[src/rtl/program_counter_unit.sv]
// rtl/program_counter_unit.sv - program counter with hardware return-address stack
module program_counter_unit #(
    parameter int                    ADDR_WIDTH   = 10,
    parameter int                    STACK_DEPTH  = 8,
    parameter logic [ADDR_WIDTH-1:0] RESET_VECTOR = '0
) (
    input  logic                          clock,
    input  logic                          reset,
    input  logic                          halt,
    input  logic                          stall,
    input  logic                          jump_enable,
    input  logic                          branch_enable,
    input  logic                          branch_condition,
    input  logic                          call_enable,
    input  logic                          return_enable,
    input  logic [ADDR_WIDTH-1:0]         jump_address,
    output logic [ADDR_WIDTH-1:0]         pc_address,
    output logic                          halted,
    output logic [$clog2(STACK_DEPTH):0]  stack_count,
    output logic                          stack_overflow,
    output logic                          stack_underflow
);
    localparam int PTR_W = $clog2(STACK_DEPTH);
    localparam int CNT_W = PTR_W + 1;

    logic [ADDR_WIDTH-1:0] stack_mem [STACK_DEPTH];
    logic [ADDR_WIDTH-1:0] pc_inc;
    logic [PTR_W-1:0]      push_ptr;
    logic [PTR_W-1:0]      top_ptr;
    logic                  active;
    logic                  stack_full;
    logic                  stack_empty;
    logic                  do_push;
    logic                  take_jump;

    assign pc_inc      = pc_address + ADDR_WIDTH'(1);
    assign active      = !halted && !halt && !stall;
    assign stack_full  = (stack_count == CNT_W'(STACK_DEPTH));
    assign stack_empty = (stack_count == '0);
    assign do_push     = active && !return_enable && call_enable && !stack_full;
    assign take_jump   = jump_enable || (branch_enable && branch_condition);

    // Low pointer bits minus one wrap to DEPTH-1 when full, giving the top entry.
    assign push_ptr = stack_count[PTR_W-1:0];
    assign top_ptr  = push_ptr - PTR_W'(1);

    always_ff @(posedge clock) begin
        if (do_push) begin
            stack_mem[push_ptr] <= pc_inc;
        end
    end

    always_ff @(posedge clock or negedge reset) begin
        if (!reset) begin
            pc_address      <= RESET_VECTOR;
            halted          <= 1'b0;
            stack_count     <= '0;
            stack_overflow  <= 1'b0;
            stack_underflow <= 1'b0;
        end else if (halted || halt) begin
            halted <= 1'b1;
        end else if (!stall) begin
            if (return_enable) begin
                if (stack_empty) begin
                    stack_underflow <= 1'b1;
                    pc_address      <= pc_inc;
                end else begin
                    pc_address  <= stack_mem[top_ptr];
                    stack_count <= stack_count - CNT_W'(1);
                end
            end else if (call_enable) begin
                pc_address <= jump_address;
                if (stack_full) begin
                    stack_overflow <= 1'b1;
                end else begin
                    stack_count <= stack_count + CNT_W'(1);
                end
            end else if (take_jump) begin
                pc_address <= jump_address;
            end else begin
                pc_address <= pc_inc;
            end
        end
    end
endmodule
[config.mk]
export PLATFORM = sky130hd
export DESIGN_NAME = program_counter_unit
export DESIGN_NICKNAME = d
export VERILOG_FILES = /design/src/rtl/program_counter_unit.sv
export SDC_FILE = /design/constraint.sdc
export NUM_CORES = 1
export LEC_CHECK = 0
export CAP_MARGIN = 20
export CORE_UTILIZATION = 55
export DETAILED_ROUTE_END_ITERATION = 10
export PLACE_DENSITY = 0.76
export SETUP_SLACK_MARGIN = 0.15
export SLEW_MARGIN = 20
export SYNTH_ARGS = -nofsm -noshare
export SYNTH_HDL_FRONTEND = slang
export SYNTH_SLANG_ARGS = --single-unit
[constraint.sdc]
create_clock -name clock -period 7.1 [get_ports clock]
set_input_delay 1.065 -clock clock [delete_from_list [all_inputs] [get_ports clock]]
set_output_delay 1.065 -clock clock [all_outputs]
set_load 0.01 [all_outputs]
# --- Yosys cells after proc, flatten, opt, wreduce, memory -nomap -nowiden ---
# Memories as Yosys holds them, arrays and structs flattened.
# Index checks and enable logic that the tools add are counted.
word_totals:
  register_bits: 17
  ramBits: 80
  inputBits: 19
  output_inout_bits: 17
  word_cells: 45
  mem_count: 1
mem_list:
  columns: ["name", "depth", "word_bits", "read_ports", "rd_ports_with_merged_regs", "wr", "line_no", "text"]
  rows:
  - ["stack_mem", 8, 10, 1, 0, 1, "26", "logic [ADDR_WIDTH-1:0] stack_mem [STACK_DEPTH];"]
classes:
  addsub: 4
  eq_ne: 3
  n_mux: 10
  bitwise_logic: 3
  reduce_logical: 19
op_table:
  columns: ["op", "n"]
  rows:
  - ["$mux 10", 4]
  - ["$mux 4", 4]
  - ["$add 10x1->10 const B", 1]
  - ["$reduce_and 5->1", 2]
  - ["$logic_and 1x1->1", 6]
  - ["$logic_not 1->1", 5]
  - ["$add 4x1->4 const B", 1]
  - ["$eq 4x4->1 const B", 1]
  - ["$logic_not 4->1", 1]
  - ["$ne 2x2->1 const B", 2]
  - ["$reduce_and 4->1", 1]
  - ["$sub 4x1->4 const B", 1]
  - ["$not 1->1", 3]
  - ["$sub 3x1->3 const B", 1]
  - ["$logic_or 1x1->1", 2]
  - ["$mux 1", 2]
  - ["$reduce_and 2->1", 1]
  - ["$reduce_bool 2->1", 1]

# --- Depth between registers and ports, before layout ---
# Gate-level depths: netlist (run 1).
depth:
  word_depth: 8
  depth_mapped: 11
  ltp_nobuf: 7

# --- Least setup slack after synthesis (run 1) ---
# Ideal clock, no wire load.
synth_path:
  path_kind: "input-to-reg"
  start: "input halt"
  end: "memory stack_mem[0][0], enable pin"
  setup_time_ns: 0.390
  arrival_time_ns: 2.493
  required_ns: 6.710
  slack_ns: 4.217
  stages: 4
  n_path_buf: 0
  cell_sequence: "or2_2 > nor2_2 > nand4_1 > nor3_1"
synth_between:
  elab_chain_cells: 8
synth_lines:
  columns: ["element", "line_no", "text"]
  rows:
  - ["start: declaration", "9", "input logic halt,"]
  - ["$logic_not 1->1", "37", "assign active = !halted && !halt && !stall;"]
  - ["$logic_and 1x1->1 (2 in series)", "37", null]
  - ["$logic_and 1x1->1 (3 in series)", "40", "assign do_push = active && !return_enable && call_enable && !stack_full;"]
  - ["$mux 1", "48", "if (do_push) begin"]
  - ["$mux 1 (implied by the code)", "49", "stack_mem[push_ptr] <= pc_inc;"]
  - ["end: declaration", "26", null]
# No other way between the ends.

# --- Final worst setup path (run 1) ---
layout_path:
  start: "input halt"
  end: "memory stack_mem[4][4], enable pin"
# Same word-level chain as after synthesis.

==> results of run 1 <==
==> path summary, 6_finish.rpt <==
path                       slack (ps)               to             from  cells after the start
max                              3630  stack_mem[4][4]             halt                      5
min                               490  stack_underflow  stack_underflow                      1
max reg2reg                      3790    pc_address[4]   stack_count[0]                      8
min reg2reg                       490  stack_underflow  stack_underflow                      1
max in group asynchronous        5440  stack_underflow            reset                      1
min in group asynchronous        1150   stack_count[0]            reset                      1
==> Yosys cell counts, types with 4 or more instances <==
library cell,instances
a21oi_1,15
o21ai_0,13
nand3_1,16
buf_6,4
nor2_1,22
xor2_1,4
buf_2,9
ha_1,5
mux4_2,16
edfxtp_1,80
nand2_1,15
dfrtp_1,17
mux2i_1,10
xnor2_1,8
inv_1,7
==> metrics by stage <==
stage / cells / total power [mW] / hold slack (ps) / area (sq um) / setup slack [ps]
finish: 433 / 1.176 / 494.6 / 4962 / 3627
CTS: 433 / 1.179 / 502.1 / 4962 / 3691
global placement: 417 / 0.8051 / 460.3 / 4750 / 3425
floorplan: 291 / 0.7470 / 513.4 / 4340 / 4217
detailed placement: 417 / 0.8085 / 477.8 / 4750 / 3343
global route: 433 / 1.217 / 513.7 / 4962 / 3445
==> power groups by stage <==
stage / clock network, mW / registers, mW / logic (mW)
global route: 0.406 / 0.645 / 0.165
CTS: 0.383 / 0.644 / 0.152
detailed placement: 0 / 0.656 / 0.152
finish: 0.379 / 0.644 / 0.153
floorplan: 0 / 0.653 / 0.0940
global placement: 0 / 0.656 / 0.149
==> cell type report <==
type	count	area, sq um	area share
sequential	97	2828	0.5698
multi-input combinational	172	1388	0.2796
timing repair buffer	39	380.4	0.07665
clock buffer	11	151.4	0.03051
tap	102	127.6	0.02572
clock inverter	5	61.31	0.01236
inverter	7	26.28	0.005295
==> flip-flops by register name, summed over array words and instances (netlist names) <==
| register | flops |
|---|---|
| halted | 1 |
| stack_overflow | 1 |
| stack_count | 4 |
| pc_address | 10 |
| stack_mem | 80 |
| stack_underflow | 1 |
==> routing by layer <==
| metal | track usage | vias to the layer above | wire, um |
|---|---|---|---|
| li1 | - | 1190 | - |
| met1 | 0.3351 | 1349 | 3908 |
| met2 | 0.3977 | 116 | 4696 |
| met3 | 0.07576 | 20 | 858 |
| met4 | 0.1177 | 0 | 278 |
| met5 | 0 | - | 0 |
==> cell families (layout without fill, tap and decap cells) <==
family | Yosys count | count (layout) | share of synthesized area
xor+xnor | 14 | 14 | 0.03171
mux | 27 | 27 | 0.1087
fa+ha+maj | 6 | 6 | 0.01903
compound gates | 52 | 52 | 0.07870
simple gates | 73 | 73 | 0.08158
flops | 97 | 97 | 0.6515
buf+inv | 22 | 62 | 0.02882
==> flow_metrics.env, run 1 <==
export IMPL_ys_seq_area_frac=0.6515
export IMPL_cts_buffers=9
export IMPL_synth_nets=316
export IMPL_ys_flop_type="edfxtp_1"
export IMPL_crit_fanout=18
export IMPL_hold_path_class="register to register"
export IMPL_cts_root_buffer="clkbuf_8"
export IMPL_ant_nets=0
export IMPL_end_kind="register"
export IMPL_htreeDepth=3
export IMPL_critPathMaxStageDelay_ps=830
export IMPL_numClockSinks=97
export IMPL_post_drt_wl_per_cell_um=22.50
export IMPL_synthCells=291
export IMPL_dr_pass1_iters=5
export IMPL_finalCriticalPeriod_ps=3473
export IMPL_fp_coreArea_sq_um=7687
export IMPL_outcome="completed"
export IMPL_syn2layout_area_growth_pct=14.33
export IMPL_hold_viol=0
export IMPL_layout_common_cells="edfxtp_1 (80), clkdlybuf4s50_1 (35), nor2_1 (22), dfrtp_1 (17)"
export IMPL_critPathKind="input port to register"
export IMPL_cpLargestDelayFamily="simple AND/OR/NAND/NOR gates"
export IMPL_final_max_slew_viol_count=0
export IMPL_n_fill_cell=580
export IMPL_cts_setup_buffers=0
export IMPL_synth_top_cells_by_area="edfxtp_1 (55%), dfrtp_1 (9.8%), mux4_2 (8.3%), mux2i_1 (2.3%), nor2_1 (1.9%)"
export IMPL_slowest_stage="nor2_1"
export IMPL_synth_top_area_share=0.5535
export IMPL_worstSkewPairLatency_ps=360
export IMPL_vdd_ir_drop_max_mv=0.1293
export IMPL_cts_buffer_depth=2
export IMPL_fin_skew_ps=11.10
export IMPL_grt_pass1_vias=2755
export IMPL_die_w_um=90.84
export IMPL_synth_edff_count=80
export IMPL_wl_um=9741
export IMPL_ioPinCount=36
export IMPL_p_leak_nw=1.717
export IMPL_start_kind="input port"
export IMPL_antenna_found_initial=0
export IMPL_drt_iter0_drc=224
export IMPL_die_area_sq_um=8251
export IMPL_viasPerCell=6.178
export IMPL_drc=0
export IMPL_clk_pin_slew_ps=90
export IMPL_num_vias=2675
export IMPL_pwr_share_clk=0.322
export IMPL_p_sw_uw=294.8
export IMPL_drv_cap=0
export IMPL_async_flop_share=0.1753
export IMPL_seq_power_share=0.548
export IMPL_p_int_uw=881.2
export IMPL_fin_tns_setup_ps=0
export IMPL_grt_max_degree=27
export IMPL_antennaDiodeCount=0
export IMPL_crit_chain="clkdlybuf4s50_1 -> or2_2 -> nor2_2 -> nand4_1 -> nor2_1"
export IMPL_final_nets=351
export IMPL_finalSetupViolations=0
export IMPL_max_slew_margin=0.2715
export IMPL_power_frac_comb=0.130
export IMPL_ctsHoldBuffers=0
export IMPL_die_h_um=90.84
export IMPL_switching_share=0.2507
export IMPL_yosysWarnings=0
export IMPL_grt_setup_unrepaired="false"
export IMPL_synthesis_area_sq_um=4340
export IMPL_layout_drive_gt1_share=0.1360
export IMPL_initial_core_util=0.5646
export IMPL_timing_final_crit_share=0.4892
export IMPL_final_common_cell="edfxtp_1"
export IMPL_crit_buf_inv=1
export IMPL_io_buffers=35
export IMPL_detailed_place_hpwl_um=6576
export IMPL_grt_ovfl_total=0
export IMPL_grt_total_usage=0.2561
export IMPL_powerDensity_nw_per_um2=237.0
export IMPL_grt_pass1_wl_um=15220
export IMPL_cp_required_ps=7080
export IMPL_synth_cell_type_count=48
export IMPL_row_count=32
export IMPL_synth_area_per_cell_sq_um=14.92
export IMPL_cts_tree="yes"
export IMPL_post_cts_resized=0
export IMPL_yosysTopAreaCell="edfxtp_1"
export IMPL_gp_congestion=0.8555
export IMPL_cp_arrival_ps=3460
export IMPL_fmax_ghz=0.2879
export IMPL_utilization=0.6455
export IMPL_worst_slew_pin_slew_ps=1093
export IMPL_ys_ff_latch=97
(Power assumes the default switching activity.)
==> run 2, diff against run 1 <==
- CORE_UTILIZATION: 55 -> 52
- clock period: 7.1 -> 3 ns (I/O delays scaled with it)
==> flow_metrics.env, run 2 (synthesis results as in run 1) <==
export IMPL_worst_slew_pin_slew_ps=909.7
export IMPL_numClockSinks=97
export IMPL_reg2reg_depth=7
export IMPL_reg2reg_from="stack_count[1]"
export IMPL_grt_pass1_wl_um=15080
export IMPL_drc=0
export IMPL_finalCriticalPeriod_ps=2320
export IMPL_fp_coreArea_sq_um=7888
export IMPL_ioPinCount=36
export IMPL_start_kind="register"
export IMPL_fin_tns_setup_ps=0
export IMPL_layout_common_cells="edfxtp_1 (80), clkdlybuf4s50_1 (35), nor2_1 (22), buf_4 (19), dfrtp_1 (17)"
export IMPL_viasPerCell=6.154
export IMPL_grt_ovfl_total=0
export IMPL_grt_max_degree=26
export IMPL_crit_chain="inv_1 -> ha_1 -> mux4_2 -> mux2i_1 -> nor3_1 -> a21oi_1 -> o21ai_0"
export IMPL_final_max_slew_viol_count=0
export IMPL_n_fill_cell=574
export IMPL_row_count=32
export IMPL_die_h_um=93.36
export IMPL_grt_setup_unrepaired="false"
export IMPL_place_ws_ps=672.5
export IMPL_antennaDiodeCount=0
export IMPL_cts_root_buffer="clkbuf_8"
export IMPL_drt_iter0_drc=387
export IMPL_post_route_worst_setup_slack_ps=679.7
export IMPL_grt_total_usage=0.2442
export IMPL_cp_arrival_ps=2550
export IMPL_powerDensity_nw_per_um2=546.8
export IMPL_gp_congestion=0.8790
export IMPL_clk_pin_slew_ps=100
export IMPL_crit_fanout=15
export IMPL_layout_drive_gt1_share=0.1647
export IMPL_cts_buffer_depth=2
export IMPL_die_w_um=93.36
export IMPL_io_buffers=35
export IMPL_cts_buffers=9
export IMPL_wl_um=9675
export IMPL_hold_path_endpoint="stack_underflow"
export IMPL_cts_setup_buffers=0
export IMPL_top_regs="stack_mem (80), pc_address (10), stack_count (4)"
export IMPL_holdPathStages=1
export IMPL_min_from="stack_underflow"
export IMPL_initial_core_util=0.5503
export IMPL_die_area_sq_um=8716
export IMPL_critPathKind="register to register"
export IMPL_antenna_found_initial=0
export IMPL_vdd_ir_drop_max_mv=0.4467
export IMPL_outcome="completed"
export IMPL_setup_worst_path_start="stack_count[1]"
export IMPL_timing_final_crit_share=0.7734
export IMPL_detailed_place_hpwl_um=6392
export IMPL_finalSetupViolations=0
export IMPL_hold_viol=0
export IMPL_post_drt_wl_per_cell_um=21.60
export IMPL_grt_pass1_vias=2748
export IMPL_cts_tree="yes"
export IMPL_num_vias=2757
export IMPL_htreeDepth=3
export IMPL_fmax_ghz=0.4310
export IMPL_cp_required_ps=3230
export IMPL_worstSkewPairLatency_ps=370
export IMPL_ctsHoldBuffers=0
export IMPL_largest_register_ffs=80
export IMPL_final_nets=366
export IMPL_slowest_stage="ha_1"
export IMPL_rr_endpoint="pc_address[3]"
export IMPL_end_kind="register"
export IMPL_regMostFlops="stack_mem"
export IMPL_critPathMaxStageDelay_ps=700
export IMPL_hold_path_class="register to register"
export IMPL_post_cts_resized=0
export IMPL_ant_nets=0
export IMPL_p_leak_nw=1.786
export IMPL_r2r_slack_ps=680
export IMPL_fin_skew_ps=17.57
export IMPL_syn2layout_area_growth_pct=16.89
export IMPL_dr_pass1_iters=5
export IMPL_drv_cap=0
export IMPL_final_common_cell="edfxtp_1"
export IMPL_max_slew_margin=0.3916
run 2: final cells by class:
class / count / area [sq um] / share of cell area
well taps: 102 / 127.6 / 0.02515
clock inverters: 5 / 80.08 / 0.01578
multi-input cells: 172 / 1388 / 0.2735
clock buffers: 11 / 131.4 / 0.02589
flip-flops and latches: 97 / 2828 / 0.5573
repair buffers: 54 / 493.0 / 0.09716
inverters: 7 / 26.28 / 0.005179
run 2: worst max-delay path by stage:
stage / depth (start not counted) / to
finish: 7 / pc_address[3]
global route: 7 / pc_address[0]
detailed placement: 7 / pc_address[3]
floorplan: 7 / stack_mem[0][0]
global placement: 5 / pc_address[6]
CTS: 7 / pc_address[3]
run 2: metrics by stage:
stage | area (sq um) | std cells | hold WS [ps] | util | total power, mW
2_1_floorplan | 4340 | 291 | 154.4 | - | 1.768
3_3_place_gp | 4862 | 432 | 468.5 | 0.6164 | 1.892
3_5_place_dp | 4862 | 432 | 478.9 | 0.6164 | 1.901
4_1_cts | 5074 | 448 | 496.8 | 0.6432 | 2.785
5_1_grt | 5074 | 448 | 516.3 | 0.6432 | 2.864
6_report | 5074 | 448 | 489.5 | 0.6432 | 2.774
run 2: routing by layer:
layer | share of wire | track usage
met4 | 0.024 | 0.1115
met1 | 0.42 | 0.3580
met2 | 0.47 | 0.3548
met5 | 0 | 0
met3 | 0.086 | 0.04878
run 2: report_power, final:
part	switching, mW	total [mW]	leakage, nW	internal [mW]
Sequential	0.0308	1.52	0.955	1.49
Combinational	0.185	0.348	0.731	0.164
Clock	0.435	0.904	0.101	0.469
run 2: worst max-delay path: cells and delay by family (launching register included):
kind            cells  cell delay, ps
fa+ha+maj           1             700
mux                 2             590
simple gates        1              70
compound gates      2             210
flops               1             470
buf+inv             1             140
